File: config.mk
export PLATFORM = sky130hd
export DESIGN_NAME = dmem_loader
export DESIGN_NICKNAME = d
export VERILOG_FILES = /design/src/rtl/dmem_loader_pkg.sv /design/src/rtl/dmem_loader_byte_packer.sv /design/src/rtl/dmem_loader.sv
export SDC_FILE = /design/constraint.sdc
export NUM_CORES = 1
export LEC_CHECK = 0
export CORE_MARGIN = 2
export CORE_UTILIZATION = 45
export CTS_CLUSTER_SIZE = 16
export DETAILED_ROUTE_END_ITERATION = 12
export PLACE_DENSITY_LB_ADDON = 0.08
export SLEW_MARGIN = 5
export SYNTH_ARGS = -nofsm -noshare
export SYNTH_HDL_FRONTEND = slang
export SYNTH_SLANG_ARGS = --single-unit
File: constraint.sdc
create_clock -name clk -period 1.9 [get_ports clk]
set_clock_uncertainty 0.05 [all_clocks]
set_input_delay 0.38 -clock clk [delete_from_list [all_inputs] [get_ports clk]]
set_output_delay 0.38 -clock clk [all_outputs]
set_load 0.02 [all_outputs]
File: src/rtl/dmem_loader_pkg.sv
// Shared types and constants for the data memory loader.
// Checksum support is compiled in with DMEM_LOADER_CHECKSUM_EN.
package dmem_loader_pkg;

   typedef enum logic [1:0] {
      IDLE  = 2'd0,
      LOAD  = 2'd1,
      CHECK = 2'd2,
      FIN   = 2'd3
   } state_e;

   localparam int CSUM_W = 8;

   function automatic int bytes_per_word(input int data_width);
      return (data_width + 7) / 8;
   endfunction

endpackage

File: src/rtl/dmem_loader_byte_packer.sv
// Little-endian byte-to-word packer: tracks the byte lane and merges each byte
// into the partial word; word_valid fires on the byte that completes a word.
module byte_packer #(
   parameter int DATA_WIDTH = 20,
   parameter int BPW        = 3
) (
   input  logic                  clk,
   input  logic                  rst,
   input  logic                  clr,
   input  logic                  in_valid,
   input  logic [7:0]            in_data,
   output logic [DATA_WIDTH-1:0] word,
   output logic                  word_valid
);

   localparam int IW = (BPW > 1) ? $clog2(BPW) : 1;
   localparam logic [IW-1:0] LAST = IW'(BPW - 1);

   logic [IW-1:0]         idx;
   logic [DATA_WIDTH-1:0] acc;
   logic [DATA_WIDTH-1:0] merged;

   // The top lane may be narrower than a byte; its excess high bits are dropped.
   for (genvar k = 0; k < BPW; k++) begin : g_lane
      localparam int LO = 8 * k;
      localparam int W  = (DATA_WIDTH - LO < 8) ? DATA_WIDTH - LO : 8;
      assign merged[LO +: W] = (idx == IW'(k)) ? in_data[W-1:0] : acc[LO +: W];
   end

   assign word       = merged;
   assign word_valid = in_valid && (idx == LAST);

   always_ff @(posedge clk or negedge rst) begin
      if (!rst) begin
         idx <= '0;
         acc <= '0;
      end else if (clr) begin
         idx <= '0;
         acc <= '0;
      end else if (in_valid) begin
         if (idx == LAST) begin
            idx <= '0;
            acc <= '0;
         end else begin
            idx <= idx + IW'(1);
            acc <= merged;
         end
      end
   end

endmodule

File: src/rtl/dmem_loader.sv
// Streaming data memory loader: packs a byte stream into words and writes them
// from a base address while stalling the core. Optional: DMEM_LOADER_CHECKSUM_EN.
module dmem_loader
   import dmem_loader_pkg::*;
#(
   parameter int DATA_WIDTH    = 20,
   parameter int ADDRESS_WIDTH = 8,
   parameter int MEM_SIZE      = 256
) (
   input  logic                     clk,
   input  logic                     rst,
   input  logic                     start,
   input  logic [ADDRESS_WIDTH-1:0] base_addr,
   input  logic [ADDRESS_WIDTH:0]   word_count,
   input  logic                     s_valid,
   input  logic [7:0]               s_data,
   output logic                     s_ready,
   output logic                     mem_we,
   output logic [ADDRESS_WIDTH-1:0] mem_addr,
   output logic [DATA_WIDTH-1:0]    mem_wdata,
   output logic                     core_hold,
   output logic                     busy,
   output logic                     done,
   output logic                     err
);

   localparam int AW  = ADDRESS_WIDTH;
   localparam int BPW = bytes_per_word(DATA_WIDTH);
   localparam logic [AW:0] ONE = (AW+1)'(1);
   localparam logic [AW:0] CAP = (AW+1)'(MEM_SIZE);

`ifdef DMEM_LOADER_CHECKSUM_EN
   localparam state_e AFTER_LOAD = CHECK;
`else
   localparam state_e AFTER_LOAD = FIN;
`endif

   state_e                state;
   logic [AW-1:0]         base_q;
   logic [AW:0]           cnt_q;
   logic [AW:0]           widx;
   logic                  last_q;
   logic [AW:0]           cnt_cap;
   logic                  take;
   logic                  pk_valid;
   logic                  pk_word_valid;
   logic [DATA_WIDTH-1:0] pk_word;

   assign cnt_cap   = (word_count > CAP) ? CAP : word_count;
   // Once the last word is packed, the write cycle drains before leaving LOAD.
   assign s_ready   = ((state == LOAD) && !last_q) || (state == CHECK);
   assign take      = s_valid && s_ready;
   assign pk_valid  = take && (state == LOAD);
   assign busy      = (state != IDLE);
   assign core_hold = busy;
   assign done      = (state == FIN);

   byte_packer #(.DATA_WIDTH(DATA_WIDTH), .BPW(BPW)) u_packer (
      .clk        (clk),
      .rst        (rst),
      .clr        ((state == IDLE) && start),
      .in_valid   (pk_valid),
      .in_data    (s_data),
      .word       (pk_word),
      .word_valid (pk_word_valid)
   );

   always_ff @(posedge clk or negedge rst) begin
      if (!rst) begin
         state     <= IDLE;
         base_q    <= '0;
         cnt_q     <= '0;
         widx      <= '0;
         last_q    <= 1'b0;
         mem_we    <= 1'b0;
         mem_addr  <= '0;
         mem_wdata <= '0;
      end else begin
         mem_we <= pk_word_valid;
         if (pk_word_valid) begin
            mem_addr  <= base_q + widx[AW-1:0];
            mem_wdata <= pk_word;
            widx      <= widx + ONE;
            if (widx + ONE == cnt_q) last_q <= 1'b1;
         end
         case (state)
            IDLE: if (start) begin
               base_q <= base_addr;
               cnt_q  <= cnt_cap;
               widx   <= '0;
               last_q <= 1'b0;
               state  <= (cnt_cap == '0) ? FIN : LOAD;
            end
            LOAD: if (last_q) begin
               last_q <= 1'b0;
               state  <= AFTER_LOAD;
            end
            CHECK: if (take) state <= FIN;
            FIN:     state <= IDLE;
            default: state <= IDLE;
         endcase
      end
   end

`ifdef DMEM_LOADER_CHECKSUM_EN
   logic [CSUM_W-1:0] csum;
   logic              err_q;

   always_ff @(posedge clk or negedge rst) begin
      if (!rst) begin
         csum  <= '0;
         err_q <= 1'b0;
      end else if ((state == IDLE) && start) begin
         csum  <= '0;
         err_q <= 1'b0;
      end else if (pk_valid) begin
         csum <= csum + s_data;
      end else if ((state == CHECK) && take) begin
         err_q <= (s_data != csum);
      end
   end

   assign err = err_q;
`else
   assign err = 1'b0;
`endif

endmodule

==> metrics <==
GRT overflow=0; clock sink count=between 70 and 80; maximum number of pins on one net before global-route repair=42; Worst setup EP type=flop; synthesis warning total=0; FF/Latch Area=~0.0019 mm2; via count=about 3100; Top Ports=63; f_max=538 MHz; Residual DRC=0; Die Y=between 90 and 100 um; most frequent cells in the layout=nand2_1, dfrtp_1, clkdlybuf4s50_1, a21oi_1, nor2_1; htree depth=3; Tcrit/Tclk final=just under 100%; Seq cells post-synth=76; # diodes=0; sequential share of the synthesized area=around half; CTS tree=done; Avg Inst Size Synth=approximately 8.7 um2; top sig layer=met4; routed length on met2=about 3800 um; maximum vdd drop=about 0.00084 V; worst flop-to-flop path startpoint=base_q[0]$_DFFE_PN0P_; status=complete, no violations; Final Hold Fails=0; layout cell share with drive strength beyond 1=between 15 and 20%; GPL Wtd Cong=between 0.7 and 0.8; antenna violations before repair=0; worst r2r path cells=9; Main synth FF type=dfrtp_1; commonest non-fill, non-tap cell in the layout=nand2_1; WS Path Type=flop to flop; crit path launch=base_q[0]$_DFFE_PN0P_; dpl ws=-157 ps; clock buffer count from CTS=9; max-cap violations=0; total power=between 7000 and 8000 uW; GRT Util Overall=between 10% and 20%; via count of the first global-routing pass=~3000; Post-synth EDFFs=0; setup_tns=0 ps; unrepaired setup endpoints after global routing=true; drt first pass iters=6; Max Fanout on Critical Path=2; Setup-failing EPs final=0; Worst Setup Start Kind=flop; DR vias/cell=4.97; met3 WL=248 um; CTS Root Cell=clkbuf_8; clk buf depth=2; reg-to-reg slack, setup=roughly 43 ps; worst hold path type=flop to flop; Critical path destination=mem_addr[6]$_DFFE_PN0N_; clk_lat worst skew=roughly 350 ps; CORE AREA=between 0.008 and 0.009 mm2; clock period minus worst slack=1860 ps; DP HPWL=about 5700 um; crit path DAT=~2100 ps; number of filler cells placed in the layout=723; initial DRC count=173; Post-DRT Antenna Nets=0; Area growth syn-to-layout=31.4%; Slew headroom=a little under two thirds; WL/cell=13.1 um; Synth Net Count=480; Final #Nets=between 500 and 600; Worst-path clk slew=roughly 90 ps; met1 WL=~4100 um; Cell Rows=33; Starting Density=46.4%; post-route setup slack=42.7 ps; Post-Syn Area=between 0.003 and 0.004 mm2; Hold Path Depth=2; Die X=approximately 96 um; max-slew violations=0; CP required=between 2000 and 2500 ps; first-pass GRT wire length=about 14000 um; Cells after Synth=between 400 and 500; async set or reset register ratio after synthesis=100%; P per Cell Area=about 1400 mW/mm2; synth unique cells=45; port buffer count=a little over 60; worst hold slack=427 ps; Slew @ Worst Pin=545 ps; drt total wl=between 8000 and 9000 um; r2r endpoint=mem_addr[6]$_DFFE_PN0N_; Die Area=a little over 0.009 mm2; area of the multi-input gates=between 0.0015 and 0.002 mm2; P_leak=0.00235 uW
==> synthesized netlist by cell type (all sizes together) (2+ instances only) <==
cell type / number / area, um2
nand2: 126 / 473
dfrtp: 76 / 1900
a21oi: 38 / 194
nor2: 30 / 113
clkbuf: 18 / 77.6
o21ai: 18 / 93.8
ha: 14 / 175
inv: 13 / 48.8
xnor2: 13 / 114
nand2b: 11 / 68.8
nand3: 11 / 55.1
nand3b: 9 / 67.6
nor3b: 8 / 60.1
xor2: 8 / 70.1
buf: 7 / 43.8
nor3: 4 / 20.0
nor4: 4 / 25.0
a21o: 3 / 22.5
and3: 3 / 21.3
or3: 3 / 18.8
a31oi: 2 / 12.5
and2: 2 / 12.5
o31ai: 2 / 15.0
==> registers in the layout (all words and copies together) (netlist names) <==
name          cells
u_packer.acc     16
mem_wdata        20
widx              9
u_packer.idx      2
base_q            8
mem_we            1
mem_addr          8
last_q            1
cnt_q             9
state             2
==> power breakdown <==
part | internal [uW] | switching [uW] | leakage [uW]
logic | 1470 | 1680 | 0.00127
registers | 2230 | 384 | 0.000972
clock network | 654 | 631 | 0.000107
total | 4350 | 2700 | 0.00235
==> cells by family after synthesis <==
kind of cell,count (synthesis),synth area share [%]
simple gates,215,25.3
fa+ha+maj,15,5.12
xor+xnor,21,4.82
other cells,1,0.0983
flops,76,49.9
buf+inv,38,4.46
compound gates,69,10.1
mux,1,0.262
==> metrics by stage <==
stage,area (um2),utilization (%),cells
finish,5010,61.0,628
global placement,4660,56.8,602
detailed placement,4660,56.8,602
floorplan,3820,-,436
CTS,4900,59.7,621
global route,5010,61.0,628
==> worst min path at each step <==
stage	from	end	slack, ps
floorplan	rst	base_q[0]$_DFFE_PN0P_	30
global placement	rst	mem_addr[7]$_DFFE_PN0N_	350
detailed placement	rst	mem_addr[7]$_DFFE_PN0N_	350
CTS	mem_wdata[18]$_DFFE_PN0N_	mem_wdata[18]$_DFFE_PN0N_	430
global route	mem_wdata[8]$_DFFE_PN0N_	mem_wdata[8]$_DFFE_PN0N_	460
finish	mem_wdata[7]$_DFFE_PN0N_	mem_wdata[7]$_DFFE_PN0N_	430
==> per-layer routing <==
layer	track usage [%]	up-vias
met5	0	-
met4	5.83	0
met3	4.54	8
met2	28.9	54
met1	27.4	1467
li1	-	1594
==> layout make-up <==
class | count | area share (%)
well taps | 105 | 2.62
multi-input cells | 322 | 36.3
clock inverters | 6 | 1.40
repair buffers | 96 | 18.0
clock buffers | 10 | 2.75
flip-flops and latches | 76 | 38.0
inverters | 13 | 1.02
==> critical path, stage by stage, from the launching register on <==
cell and delay [ps]:
dfrtp_1 360, ha_2 190, inv_2 40, fa_2 340, nor2b_2 130, o21ai_2 70
a21boi_2 150, o21ai_1 90, and3_1 200, o31ai_2 160
==> timing repair <==
item | in CTS | in global routing
hold endpoints to repair | 39 | 0
setup endpoints to repair | 10 | 27
hold buffers | 1 | 0
gates cloned | 0 | 1
setup buffers | 2 | 6
pin swaps | 2 | 8
resized for setup | 13 | 24
(Power assumes the default switching activity.)
